==> config.mk <==
export PLATFORM = sky130hd
export DESIGN_NAME = lane_dispatcher
export DESIGN_NICKNAME = d
export VERILOG_FILES = /design/src/rtl/lane_dispatcher.sv
export SDC_FILE = /design/constraint.sdc
export NUM_CORES = 1
export LEC_CHECK = 0
export BUFFER_PORTS_ARGS = -buffer_cell sky130_fd_sc_hd__buf_4
export CAP_MARGIN = 5
export CORE_ASPECT_RATIO = 1.2
export CORE_UTILIZATION = 35
export CTS_CLUSTER_SIZE = 20
export DETAILED_ROUTE_END_ITERATION = 12
export GPL_TIMING_DRIVEN = 0
export PLACE_DENSITY = 0.79
export SYNTH_ARGS = -nofsm -noshare
export SYNTH_HDL_FRONTEND = slang
export SYNTH_SLANG_ARGS = --single-unit
==> constraint.sdc <==
create_clock -name clk -period 2.4 [get_ports clk]
set_clock_uncertainty 0.15 [all_clocks]
set_input_delay 0.24 -clock clk [delete_from_list [all_inputs] [get_ports clk]]
set_output_delay 0.24 -clock clk [all_outputs]
set_load 0.1 [all_outputs]
==> src/rtl/lane_dispatcher.sv <==
// lane_dispatcher
//   Accepts blocks from one upstream valid/ready stream and hands each block to
//   one of NUM_LANES encryption lanes. Lanes are granted round-robin among the
//   lanes that are ready. Each block is tagged with a running sequence id so the
//   downstream combiner can restore order. The number of blocks dispatched but
//   not yet retired is tracked and capped at MAX_INFLIGHT.
// Ports
//   clk, rst_n            clock; asynchronous active-low reset
//   enable, flush         run request; stop accepting and drain
//   in_data/valid/ready   upstream block handshake (zero-latency transfer)
//   lane_data/seq_id      in_data and current sequence id broadcast to every lane
//   lane_valid/ready      per-lane handshake; at most one lane_valid bit is high
//   retire                one pulse per block retired by the combiner
//   inflight              blocks dispatched and not yet retired
//   state                 IDLE=0, RUN=1, DRAIN=2
//   busy, err_underflow   activity flag; sticky retire-underflow error
module lane_dispatcher #(
  parameter int BLOCK_WIDTH       = 32,
  parameter int SEQUENCE_ID_WIDTH = 8,
  parameter int NUM_LANES         = 4,
  parameter int MAX_INFLIGHT      = 64
) (
  input  logic                                   clk,
  input  logic                                   rst_n,
  input  logic                                   enable,
  input  logic                                   flush,
  input  logic [BLOCK_WIDTH-1:0]                 in_data,
  input  logic                                   in_valid,
  output logic                                   in_ready,
  output logic [NUM_LANES*BLOCK_WIDTH-1:0]       lane_data,
  output logic [NUM_LANES*SEQUENCE_ID_WIDTH-1:0] lane_seq_id,
  output logic [NUM_LANES-1:0]                   lane_valid,
  input  logic [NUM_LANES-1:0]                   lane_ready,
  input  logic                                   retire,
  output logic [$clog2(MAX_INFLIGHT+1)-1:0]      inflight,
  output logic [1:0]                             state,
  output logic                                   busy,
  output logic                                   err_underflow
);

  localparam int LANE_W = $clog2(NUM_LANES);
  localparam int CNT_W  = $clog2(MAX_INFLIGHT + 1);
  localparam int SEQ_W  = SEQUENCE_ID_WIDTH;

  typedef enum logic [1:0] {
    S_IDLE  = 2'd0,
    S_RUN   = 2'd1,
    S_DRAIN = 2'd2
  } state_e;

  state_e             state_q, state_d;
  logic [SEQ_W-1:0]   seq_cnt_q, seq_cnt_d;
  logic [LANE_W-1:0]  rr_ptr_q, rr_ptr_d;
  logic [CNT_W-1:0]   inflight_q, inflight_d;
  logic               err_q, err_d;

  logic [LANE_W-1:0]  sel_s;
  logic [LANE_W-1:0]  rr_next_s;
  logic [LANE_W:0]    raw_idx_s;
  logic [LANE_W-1:0]  idx_s;
  logic               any_ready_s;
  logic               accept_ok_s;
  logic               xfer_s;
  logic               drain_done_s;

  // State register.
  always_ff @(posedge clk or negedge rst_n) begin
    if (!rst_n) begin
      state_q <= S_IDLE;
    end else begin
      state_q <= state_d;
    end
  end

  // Next-state logic; flush is only looked at while running.
  always_comb begin
    state_d = state_q;
    case (state_q)
      S_IDLE:  state_d = enable ? S_RUN : S_IDLE;
      S_RUN:   state_d = (flush || !enable) ? S_DRAIN : S_RUN;
      S_DRAIN: state_d = (inflight_q == {CNT_W{1'b0}}) ? S_IDLE : S_DRAIN;
      default: state_d = S_IDLE;
    endcase
  end

  // Round-robin lane search: walk offsets high to low so the lowest offset
  // from rr_ptr that is ready wins.
  always_comb begin
    sel_s     = {LANE_W{1'b0}};
    raw_idx_s = {(LANE_W+1){1'b0}};
    idx_s     = {LANE_W{1'b0}};
    for (int i = NUM_LANES - 1; i >= 0; i--) begin
      raw_idx_s = {1'b0, rr_ptr_q} + (LANE_W+1)'(i);
      idx_s     = (raw_idx_s >= (LANE_W+1)'(NUM_LANES)) ?
                  LANE_W'(raw_idx_s - (LANE_W+1)'(NUM_LANES)) : LANE_W'(raw_idx_s);
      sel_s     = lane_ready[idx_s] ? idx_s : sel_s;
    end
  end

  // Output logic: handshake, grant decode and status flags.
  always_comb begin
    any_ready_s  = |lane_ready;
    accept_ok_s  = (state_q == S_RUN) && (inflight_q < CNT_W'(MAX_INFLIGHT));
    in_ready     = accept_ok_s && any_ready_s;
    xfer_s       = in_valid && in_ready;
    drain_done_s = (state_q == S_DRAIN) && (inflight_q == {CNT_W{1'b0}});
    busy         = (state_q != S_IDLE) || (inflight_q != {CNT_W{1'b0}});
    rr_next_s    = (sel_s == LANE_W'(NUM_LANES - 1)) ? {LANE_W{1'b0}} : sel_s + LANE_W'(1);
    for (int k = 0; k < NUM_LANES; k++) begin
      lane_valid[k] = xfer_s && (sel_s == LANE_W'(k));
    end
  end

  // Sequence/pointer/in-flight bookkeeping; a retire with nothing in flight
  // and no simultaneous transfer is dropped and flagged.
  always_comb begin
    seq_cnt_d  = seq_cnt_q;
    rr_ptr_d   = rr_ptr_q;
    inflight_d = inflight_q;
    err_d      = err_q;
    if (drain_done_s) begin
      seq_cnt_d = {SEQ_W{1'b0}};
      rr_ptr_d  = {LANE_W{1'b0}};
    end else if (xfer_s) begin
      seq_cnt_d = seq_cnt_q + SEQ_W'(1);
      rr_ptr_d  = rr_next_s;
    end else begin
      seq_cnt_d = seq_cnt_q;
      rr_ptr_d  = rr_ptr_q;
    end
    case ({xfer_s, retire})
      2'b10: inflight_d = inflight_q + CNT_W'(1);
      2'b01: begin
        if (inflight_q == {CNT_W{1'b0}}) begin
          err_d = 1'b1;
        end else begin
          inflight_d = inflight_q - CNT_W'(1);
        end
      end
      default: inflight_d = inflight_q;
    endcase
  end

  // Bookkeeping registers.
  always_ff @(posedge clk or negedge rst_n) begin
    if (!rst_n) begin
      seq_cnt_q  <= {SEQ_W{1'b0}};
      rr_ptr_q   <= {LANE_W{1'b0}};
      inflight_q <= {CNT_W{1'b0}};
      err_q      <= 1'b0;
    end else begin
      seq_cnt_q  <= seq_cnt_d;
      rr_ptr_q   <= rr_ptr_d;
      inflight_q <= inflight_d;
      err_q      <= err_d;
    end
  end

  assign lane_data     = {NUM_LANES{in_data}};
  assign lane_seq_id   = {NUM_LANES{seq_cnt_q}};
  assign inflight      = inflight_q;
  assign state         = state_q;
  assign err_underflow = err_q;

endmodule

==> impl_results.md <==
- H-Tree Depth: 1
- Die width: 77.7 um
- Post-DP Area: between 3000 and 4000 um^2
- Post-Syn Area per Cell: 8.61 um^2
- Maximum vdd drop: about 1.1 mV
- Synth warn: 0
- Register bit total from synthesis: 20
- I/O Pins: roughly 220
- Net Sw Power: roughly 2900 uW
- Critical R2R Capture: inflight[6]
- Largest net degree at the start of global routing: 21
- Worst EP arrival: approximately 2.2 ns
- Global-route wire length before repair: 10,900 um
- Dpl ws: -0.354 ns
- Switch share: ~66%
- Vias per inst: roughly 4.2
- # Max-Cap Violations: 0
- Pwr/cell area: around 1100 nW/um^2
- Crit path capture type: output port
- Antenna Cells: 0
- Least-Margin Pin Slew: around 0.53 ns
- GRT Overall Usage: a little under a fifth
- Routability Congestion: about 0.77
- RSZ-0062 raised after global routing: true
- Worst skew pair latency: ~0.25 ns
- Worst Hold Path EP: state[0]
- Hold depth: 2
- Internal cell power: around 1500 uW
- Gate power share: 79.3%
- Crit start category: flip-flop
- Most frequent cells in the layout: buf_4 (345), dfrtp_1 (13), nand2_1 (11), nor2_1 (11), xnor2_1 (7)
- Die height: roughly 93 um
- Drt drc: 0
- Clk network pwr share: 5.9%
- Initial antenna violation count: 0
- Synth Instances: between 200 and 300
- Min Tclk post-route: 2.63 ns
- Register area: between 500 and 600 um^2
- Setup violators final: 1
- Post-layout util: between 60% and 70%
- Multi-input gate area: roughly 770 um^2
- P_leak: 0.00230 uW
- Crit-path max FO: 2
- Slew HR: 64.5%
- Worst EP required: 2.01 ns
- Via count: around 2,400
- Hold_sp: flush
- Aggregate global routing overflow: 0
- Initial core utilization: between 30% and 40%
- WL per Instance: around 13 um
- NumNets Final: around 530
- DRT Pass-1 Iters: 4
- Mapped Area: 2410 um^2
- Post-Layout Cell Count: around 560
- Final worst setup slack: -0.231 ns
- Synth Net Count: 329
- Commonest non-fill, non-tap cell in the layout: buf_4
- Final count of hold timing violations: 0
- Num rows: 32
- DP Wirelength: approximately 6100 um
- Status: finished with violations
- Fill cells: roughly 600
- Worst R2R Start: state[1]
- Post-synthesis sequential area ratio: between 20% and 30%
- Initial DRC Count: 35
- Share of layout cells above drive strength 1: between 70 and 80%
- Failing checks: negative setup slack
- Seq pwr share: 14.9%
- Post-Route WL: between 7000 and 8000 um
- Ys async rst share: 100%
- Worst reg-to-reg setup slack: roughly 0.01 ns
- R2R depth: 9
- Final worst-path cycle share: 110%
- Synth Flop Type: dfrtp_1
- Post-synthesis cell type count: 44
- CTS root buf: clkbuf_8
- Post-synth EDFFs: 0
- Die area: around 7200 um^2
- Finished layout cell area: slightly above 4000 um^2
- Setup TNS: -0.231 ns
- Port bufs: 185
- Dpl cells: between 500 and 600
- # clock sinks: 20
- Final Max Tran Viols: 0
- Hold crit path type: primary input to flip-flop
- F_max: approximately 380 MHz
- CTS Buf Count: 3
- CTS tree: done
- WS Path Type: flip-flop to output port
- Reg clk slew, reported paths: approximately 0.07 ns
- Core Box Area: 6530 um^2
- Number of global-route vias before repair: between 2,000 and 2,500
- CTS Buffer Depth: 2
- Antenna viol nets, final: 0
- Synthesis-to-layout area growth: 70.0%
[registers in the layout, summed over array words and instances (netlist names)]
register       flops
inflight           7
seq_cnt_q          8
rr_ptr_q           2
state              2
err_underflow      1
[how the worst max path moves through the flow]
stage	endpoint	cells after the start	slack [ns]	start
5_1_grt	busy	4	-0.28	inflight[2]
4_1_cts	busy	4	-0.30	inflight[2]
3_5_place_dp	inflight[6]	10	-0.35	lane_ready[1]
6_report	busy	4	-0.23	inflight[2]
3_3_place_gp	inflight[6]	10	-0.26	lane_ready[1]
2_1_floorplan	inflight[6]	9	-0.32	inflight[6]
[critical path, stage by stage, from the launching register on]
cell and delay [ns]:
dfrtp_4 0.48, or4_4 0.54, or4_4 0.44, or3_4 0.35, buf_12 0.17
[stage by stage]
| step | hold slack (ns) | power, uW |
|---|---|---|
| 4_1_cts | 0.00810 | 4390 |
| 5_1_grt | 0.0139 | 4540 |
| 2_1_floorplan | -0.206 | 3430 |
| 6_report | 0.0102 | 4370 |
| 3_3_place_gp | -0.0163 | 4000 |
| 3_5_place_dp | -0.0106 | 4040 |
[metal layers]
metal / part of all wire (%) / GRT usage [%] / up-vias
li1: - / - / 1159
met1: 36 / 19.7 / 1077
met2: 55 / 38.2 / 120
met3: 8.9 / 4.14 / 2
met4: 0.47 / 3.93 / 0
met5: 0 / 0 / -
[Yosys cell counts, types with 4 or more instances]
library cell	count	area (um^2)
and2_1	5	31.3
buf_4	152	1140
dfrtp_1	20	500
ha_1	7	87.6
inv_1	5	18.8
nand2_1	11	41.3
nor2_1	12	45.0
o21ai_0	5	25.0
or3_1	4	25.0
xnor2_1	7	61.3
xor2_1	5	43.8
[power by group through the flow]
stage	combinational (uW)	clock [uW]	sequential (uW)
4_1_cts	3470	264	651
2_1_floorplan	2060	0	1370
3_5_place_dp	3330	0	709
5_1_grt	3590	277	675
3_3_place_gp	3300	0	698
6_report	3460	256	648
[area by class of cell]
cell class,instances,share of cell area (%)
Multi-Input combinational cell,101,18.9
Clock buffer,4,1.34
Buffer,153,28.0
Timing Repair Buffer,195,36.1
Tap cell,85,2.60
Sequential cell,20,12.7
Inverter,5,0.458
[timing repair]
action                                 4_1_cts  5_1_grt
endpoints found under the hold margin       20        0
buffers inserted                             9        0
setup endpoints to repair                    5        6
pin swaps                                   10        2
gates resized for setup                      6        0
hold buffers                                 1        0
[cell families after synthesis]
| family | synth area share [%] |
|---|---|
| XOR/XNOR | 4.36 |
| adder cells (fa/ha/maj) | 3.63 |
| AO/OA/AOI/OAI | 5.87 |
| buffers and inverters | 48.8 |
| multiplexers | 1.87 |
| flip-flops | 20.8 |
| AND/OR/NAND/NOR | 14.7 |
(Power assumes the default switching activity.)
